[src/rtl/load_store_unit.sv]
// Load/store unit: accepts RISC-V style B/H/W requests and drives a byte-addressed memory.
// Sub-word stores are done as read-modify-write of the containing word.
module load_store_unit #(
    parameter int ADDR_WIDTH = 32,
    parameter int DATA_WIDTH = 32,
    parameter int MEM_SIZE   = 1024
) (
    input  logic                  sys_clk,
    input  logic                  sys_rst,
    input  logic                  req_valid,
    output logic                  req_ready,
    input  logic                  req_we,
    input  logic [2:0]            req_funct3,
    input  logic [ADDR_WIDTH-1:0] req_addr,
    input  logic [DATA_WIDTH-1:0] req_wdata,
    output logic                  resp_valid,
    input  logic                  resp_ready,
    output logic [DATA_WIDTH-1:0] resp_rdata,
    output logic                  resp_err,
    output logic                  mem_op,
    output logic                  mem_rw,
    output logic [ADDR_WIDTH-1:0] mem_addr,
    output logic [DATA_WIDTH-1:0] mem_data_w,
    input  logic [DATA_WIDTH-1:0] mem_data_r
);

    typedef enum logic [1:0] {IDLE, READ, WRITE, RESP} state_t;

    localparam logic [ADDR_WIDTH-1:0] MAX_ADDR = ADDR_WIDTH'(MEM_SIZE - 4);

    state_t                  state;
    logic                    we_q;
    logic [2:0]              funct3_q;
    logic [15:0]             wdata_q;
    logic                    accept;
    logic                    illegal;
    logic                    out_of_range;
    logic [DATA_WIDTH-1:0]   load_data;
    logic [DATA_WIDTH-1:0]   merged_data;

    assign accept       = req_valid && req_ready;
    assign out_of_range = req_addr > MAX_ADDR;

    always_comb begin
        illegal = 1'b0;
        case (req_funct3)
            3'b011, 3'b110, 3'b111: illegal = 1'b1;
            3'b100, 3'b101:         illegal = req_we;
            default:                illegal = 1'b0;
        endcase
    end

    // Extension of the captured word for loads, and sub-word merge for B/H stores.
    always_comb begin
        load_data = mem_data_r;
        case (funct3_q)
            3'b000:  load_data = {{(DATA_WIDTH-8){mem_data_r[7]}}, mem_data_r[7:0]};
            3'b001:  load_data = {{(DATA_WIDTH-16){mem_data_r[15]}}, mem_data_r[15:0]};
            3'b100:  load_data = {{(DATA_WIDTH-8){1'b0}}, mem_data_r[7:0]};
            3'b101:  load_data = {{(DATA_WIDTH-16){1'b0}}, mem_data_r[15:0]};
            default: load_data = mem_data_r;
        endcase
    end

    always_comb begin
        if (funct3_q == 3'b000)
            merged_data = {mem_data_r[DATA_WIDTH-1:8], wdata_q[7:0]};
        else
            merged_data = {mem_data_r[DATA_WIDTH-1:16], wdata_q[15:0]};
    end

    always_ff @(posedge sys_clk) begin
        if (!sys_rst) begin
            state      <= IDLE;
            req_ready  <= 1'b0;
            resp_valid <= 1'b0;
            resp_rdata <= '0;
            resp_err   <= 1'b0;
            mem_op     <= 1'b0;
            mem_rw     <= 1'b0;
            mem_addr   <= '0;
            mem_data_w <= '0;
            we_q       <= 1'b0;
            funct3_q   <= 3'b000;
            wdata_q    <= '0;
        end else begin
            mem_op <= 1'b0;
            mem_rw <= 1'b0;
            case (state)
                IDLE: begin
                    req_ready <= 1'b1;
                    if (accept) begin
                        req_ready <= 1'b0;
                        we_q      <= req_we;
                        funct3_q  <= req_funct3;
                        wdata_q   <= req_wdata[15:0];
                        mem_addr  <= req_addr;
                        if (illegal || out_of_range) begin
                            state      <= RESP;
                            resp_valid <= 1'b1;
                            resp_err   <= 1'b1;
                            resp_rdata <= '0;
                        end else if (req_we && req_funct3 == 3'b010) begin
                            state      <= WRITE;
                            mem_op     <= 1'b1;
                            mem_rw     <= 1'b1;
                            mem_data_w <= req_wdata;
                        end else begin
                            state  <= READ;
                            mem_op <= 1'b1;
                        end
                    end
                end
                READ: begin
                    if (we_q) begin
                        state      <= WRITE;
                        mem_op     <= 1'b1;
                        mem_rw     <= 1'b1;
                        mem_data_w <= merged_data;
                    end else begin
                        state      <= RESP;
                        resp_valid <= 1'b1;
                        resp_err   <= 1'b0;
                        resp_rdata <= load_data;
                    end
                end
                WRITE: begin
                    state      <= RESP;
                    resp_valid <= 1'b1;
                    resp_err   <= 1'b0;
                    resp_rdata <= '0;
                end
                RESP: begin
                    // Ready rises on the handshake edge so the next request can follow one edge later.
                    if (resp_ready) begin
                        state      <= IDLE;
                        resp_valid <= 1'b0;
                        resp_err   <= 1'b0;
                        resp_rdata <= '0;
                        req_ready  <= 1'b1;
                    end
                end
                default: state <= IDLE;
            endcase
        end
    end

endmodule

[config.mk]
export PLATFORM = sky130hd
export DESIGN_NAME = load_store_unit
export DESIGN_NICKNAME = d
export VERILOG_FILES = /design/src/rtl/load_store_unit.sv
export SDC_FILE = /design/constraint.sdc
export NUM_CORES = 1
export LEC_CHECK = 0
export BUFFER_PORTS_ARGS = -buffer_cell sky130_fd_sc_hd__buf_4
export CAP_MARGIN = 25
export CORE_UTILIZATION = 50
export CTS_CLUSTER_DIAMETER = 50
export DETAILED_ROUTE_END_ITERATION = 12
export PLACE_DENSITY = 0.81
export SYNTH_ARGS = -nofsm -noshare
export SYNTH_HDL_FRONTEND = slang
export SYNTH_SLANG_ARGS = --single-unit
[constraint.sdc]
create_clock -name sys_clk -period 2.5 [get_ports sys_clk]
set_input_delay 0.25 -clock sys_clk [delete_from_list [all_inputs] [get_ports sys_clk]]
set_output_delay 0.25 -clock sys_clk [all_outputs]
set_load 0.02 [all_outputs]
==> flow_results.xml <==
<?xml version="1.0" encoding="UTF-8"?>
<metrics>
  <group name="run_status">
    <metric name="outcome" unit="">finished, final reports clean</metric>
  </group>
  <group name="synth">
    <metric name="yosysWarnings" unit="">0</metric>
    <metric name="synthAdderAreaFrac" unit="%">0.8852</metric>
    <metric name="seq_area_frac_synth" unit="%">43.55</metric>
    <metric name="synth.mux.area_fraction" unit="%">10.47</metric>
    <metric name="main_combinational_cell_family_by_area_after_synthesis" unit="">compound AO/OA/AOI/OAI gates</metric>
    <metric name="library_cells_used_by_synthesis" unit="">42</metric>
    <metric name="synth.ff_latch_count" unit="">123</metric>
    <metric name="synth-compound-area-share" unit="%">21.38</metric>
    <metric name="syn_inst" unit="">634</metric>
    <metric name="synth_simple_gate_area_share" unit="%">18.41</metric>
    <metric name="yosys.area_share.xor_xnor" unit="%">0</metric>
    <metric name="synth_fp_nets" unit="">742</metric>
    <metric name="synth.cell_area" unit="um^2">5654</metric>
    <metric name="syn_avg_cell_area" unit="um^2">8.918</metric>
  </group>
  <group name="placed_design">
    <metric name="detailed_place_hpwl" unit="um">11060</metric>
    <metric name="io_buffer_count" unit="">204</metric>
    <metric name="dpl_cell_area" unit="um^2">7254</metric>
    <metric name="routabilityCongestion" unit="">0.8302</metric>
  </group>
  <group name="power_and_ir_drop">
    <metric name="power_density" unit="nW/um^2">852.7</metric>
    <metric name="leakage" unit="uW">0.003353</metric>
    <metric name="irDropWorstVdd" unit="uV">856.0</metric>
  </group>
  <group name="floorplanning">
    <metric name="dieHeight" unit="um">108.3</metric>
    <metric name="initial_core_util" unit="%">51.70</metric>
    <metric name="floorplan.die_area" unit="um^2">11740</metric>
    <metric name="placeableCoreArea" unit="um^2">10940</metric>
    <metric name="number_of_placed_i_o_pins" unit="">205</metric>
    <metric name="die_w" unit="um">108.3</metric>
    <metric name="placement_rows" unit="">38</metric>
  </group>
  <group name="final_layout">
    <metric name="drive_gt1_share" unit="%">32.52</metric>
    <metric name="layout.filler_cells" unit="">872</metric>
    <metric name="design.final.nets" unit="">919</metric>
    <metric name="antenna_cells_inserted" unit="">0</metric>
    <metric name="flow.area_growth_from_synthesis" unit="%">38.44</metric>
    <metric name="final_area" unit="um^2">7828</metric>
    <metric name="layout_commonest_cell" unit="">sky130_fd_sc_hd__buf_4</metric>
    <metric name="most-common-layout-cells" unit="">212 x sky130_fd_sc_hd__buf_4, 158 x sky130_fd_sc_hd__nand2_1, 123 x sky130_fd_sc_hd__dfxtp_1</metric>
  </group>
  <group name="worst_setup_path">
    <metric name="worst_ep_required_time" unit="ns">2.79</metric>
    <metric name="cp_max_fo" unit="">34</metric>
    <metric name="timing_worst_setup_path_type" unit="">flip-flop to flip-flop</metric>
    <metric name="r2r_slack" unit="ns">0.20</metric>
    <metric name="critical_path_arrival" unit="ns">2.59</metric>
    <metric name="worst_setup_path_end_kind" unit="">flip-flop</metric>
    <metric name="cp-endpoint" unit="">resp_valid$_SDFFE_PN0P_</metric>
    <metric name="rr_startpoint" unit="">state[0]$_SDFFE_PN0P_</metric>
    <metric name="critPathLaunchType" unit="">flip-flop</metric>
    <metric name="crit_start" unit="">state[0]$_SDFFE_PN0P_</metric>
    <metric name="r2r.worst_path.cells" unit="">7</metric>
    <metric name="destination_of_the_worst_register_to_register_timing_path" unit="">resp_valid$_SDFFE_PN0P_</metric>
  </group>
  <group name="route">
    <metric name="totalWireLength" unit="um">15600</metric>
    <metric name="drt_iter0_markers" unit="">364</metric>
    <metric name="routed-via-count" unit="">5404</metric>
    <metric name="ant_nets" unit="">0</metric>
    <metric name="count_of_tritonroute_iterations_in_the_first_routing_pass" unit="">5</metric>
    <metric name="routed_wire_length_per_instance" unit="um">16.19</metric>
    <metric name="route.detailed.drc" unit="">0</metric>
    <metric name="route.detailed.vias_per_inst" unit="">5.606</metric>
  </group>
  <group name="job">
    <metric name="count_of_max_cap_constraint_violations" unit="">0</metric>
  </group>
  <group name="clocking">
    <metric name="cts_buffers" unit="">17</metric>
    <metric name="cts.htree.levels" unit="">4</metric>
    <metric name="clk_transition_reported_paths" unit="ns">0.05</metric>
    <metric name="clock_latency" unit="ns">0.40</metric>
    <metric name="cts_hold_repair.buffers" unit="">0</metric>
    <metric name="tritoncts" unit="">yes</metric>
    <metric name="clk_root_buffer_cell" unit="">sky130_fd_sc_hd__clkbuf_16</metric>
    <metric name="cts-root-to-sink-buffers" unit="">2</metric>
    <metric name="post_cts.repair.setup_buffers" unit="">0</metric>
    <metric name="cts_resized" unit="">0</metric>
    <metric name="clock_sink_count" unit="">123</metric>
  </group>
  <group name="sta">
    <metric name="finalSetupTns" unit="ns">0</metric>
    <metric name="timing.final.max_slew_violations" unit="">0</metric>
    <metric name="whs" unit="ns">0.09595</metric>
    <metric name="clock.fmax" unit="MHz">435.5</metric>
    <metric name="fin_worst_skew" unit="ns">0.007385</metric>
    <metric name="final-hold-violation-count" unit="">0</metric>
    <metric name="setup-violations-final" unit="">0</metric>
    <metric name="headroom_to_the_max_slew_limit" unit="%">65.14</metric>
    <metric name="final.period_utilization" unit="%">91.85</metric>
    <metric name="grt_setup_unrepaired" unit="">no</metric>
    <metric name="final.min_clock_period" unit="ns">2.296</metric>
    <metric name="timing_worst_slew_pin_value" unit="ns">0.5188</metric>
  </group>
  <group name="global_route">
    <metric name="largest_net_degree_at_the_start_of_global_routing" unit="">55</metric>
    <metric name="grt_first_pass_wirelength" unit="um">24170</metric>
    <metric name="antenna_violations_before_repair" unit="">0</metric>
    <metric name="track_usage" unit="%">26.49</metric>
    <metric name="grt_pass1_vias" unit="">4945</metric>
    <metric name="grt_overflow_total" unit="">0</metric>
  </group>
  <group name="worst_hold_path">
    <metric name="timing.hold.worst.start" unit="">mem_data_r[6]</metric>
    <metric name="hp-class" unit="">input pin to flip-flop</metric>
  </group>
</metrics>
==> synth_stat cells, drive strengths merged <==
cell	count	share of area, %
or2	2	0.22
a211oi	2	0.27
o211ai	8	1.1
mux2i	58	10
nor2b	2	0.22
and2	2	0.22
and4bb	1	0.22
a21oi	8	0.71
ha	4	0.89
nor2	7	0.51
and3b	1	0.15
o21ai	35	3.1
nand2b	17	1.9
nor3	3	0.44
inv	4	0.27
nand4	4	0.55
a21o	1	0.13
clkbuf	47	3.1
o311a	24	4.2
nand3	11	0.97
o31ai	1	0.13
a311oi	1	0.15
o221a	1	0.20
o2111ai	16	2.5
buf	12	1.9
a32o	1	0.18
nor4	15	2.5
a21boi	54	7.2
dfxtp	123	44
a31o	10	1.5
mux2	1	0.20
nand2	158	10
==> layer usage <==
layer	vias to the layer above	part of all wire [%]	GRT usage, %	wire length (um)
met5	-	0	0	0
met4	0	2.9	11.39	446
met3	39	6.2	6.088	961
met2	220	49	42.17	7607
met1	2530	42	34.36	6589
li1	2615	-	-	-
==> stage by stage <==
stage	worst slack [ns]	power, uW	std cells	util, %
6_report	0.2038	6675	964	71.58
5_1_grt	0.07539	6992	964	71.58
2_1_floorplan	0.5165	3802	634	-
3_5_place_dp	0.2309	4386	931	66.34
4_1_cts	0.2094	6702	963	71.51
3_3_place_gp	0.2142	4334	931	66.34
==> critical path, stage by stage (launching register included) <==
cell	delay, ns
sky130_fd_sc_hd__dfxtp_1	0.39
sky130_fd_sc_hd__inv_1	0.09
sky130_fd_sc_hd__ha_1	0.34
sky130_fd_sc_hd__a21o_1	0.27
sky130_fd_sc_hd__nand2b_1	0.27
sky130_fd_sc_hd__or2_2	0.37
sky130_fd_sc_hd__buf_12	0.19
sky130_fd_sc_hd__a32o_1	0.27
==> cell type report <==
class | instances | area, um^2 | share of cell area [%]
clock buffer | 21 | 470.5 | 6.010
clock inverter | 11 | 95.09 | 1.215
inverter | 4 | 15.01 | 0.1918
multi-input combinational | 448 | 2918 | 37.28
sequential | 123 | 2462 | 31.46
tap | 140 | 175.2 | 2.238
timing repair buffer | 217 | 1692 | 21.61
==> how the worst min path moves through the flow <==
stage	to	slack, ns	cells past startpoint
global placement	resp_rdata[6]$_SDFFE_PN0P_	0.44	2
global route	resp_rdata[5]$_SDFFE_PN0P_	0.09	3
finish	resp_rdata[6]$_SDFFE_PN0P_	0.1	3
floorplan	resp_rdata[0]$_SDFFE_PN0P_	0.39	2
detailed placement	wdata_q[15]$_SDFFE_PN0P_	0.45	2
CTS	resp_rdata[6]$_SDFFE_PN0P_	0.08	3
==> state kept, by name (all words and copies together), names as in the netlist <==
signal / count
resp_valid: 1
funct3_q: 3
req_ready: 1
state: 2
wdata_q: 16
mem_rw: 1
resp_rdata: 32
mem_op: 1
mem_data_w: 32
we_q: 1
resp_err: 1
mem_addr: 32
==> cells by family after synthesis <==
group,after synthesis
AOI/OAI and AO/OA,162
adders and majority gates,4
buffers and inverters,63
DFF,123
muxes,59
and+or+nand+nor,223
==> power by group <==
part           leakage (uW)  switching, uW  total [uW]  internal [uW]
Clock              0.000275            860        2300           1440
Sequential         0.000996            139        2330           2190
Combinational       0.00208           1180        2050            875
Power figures use the tool's default switching activity.
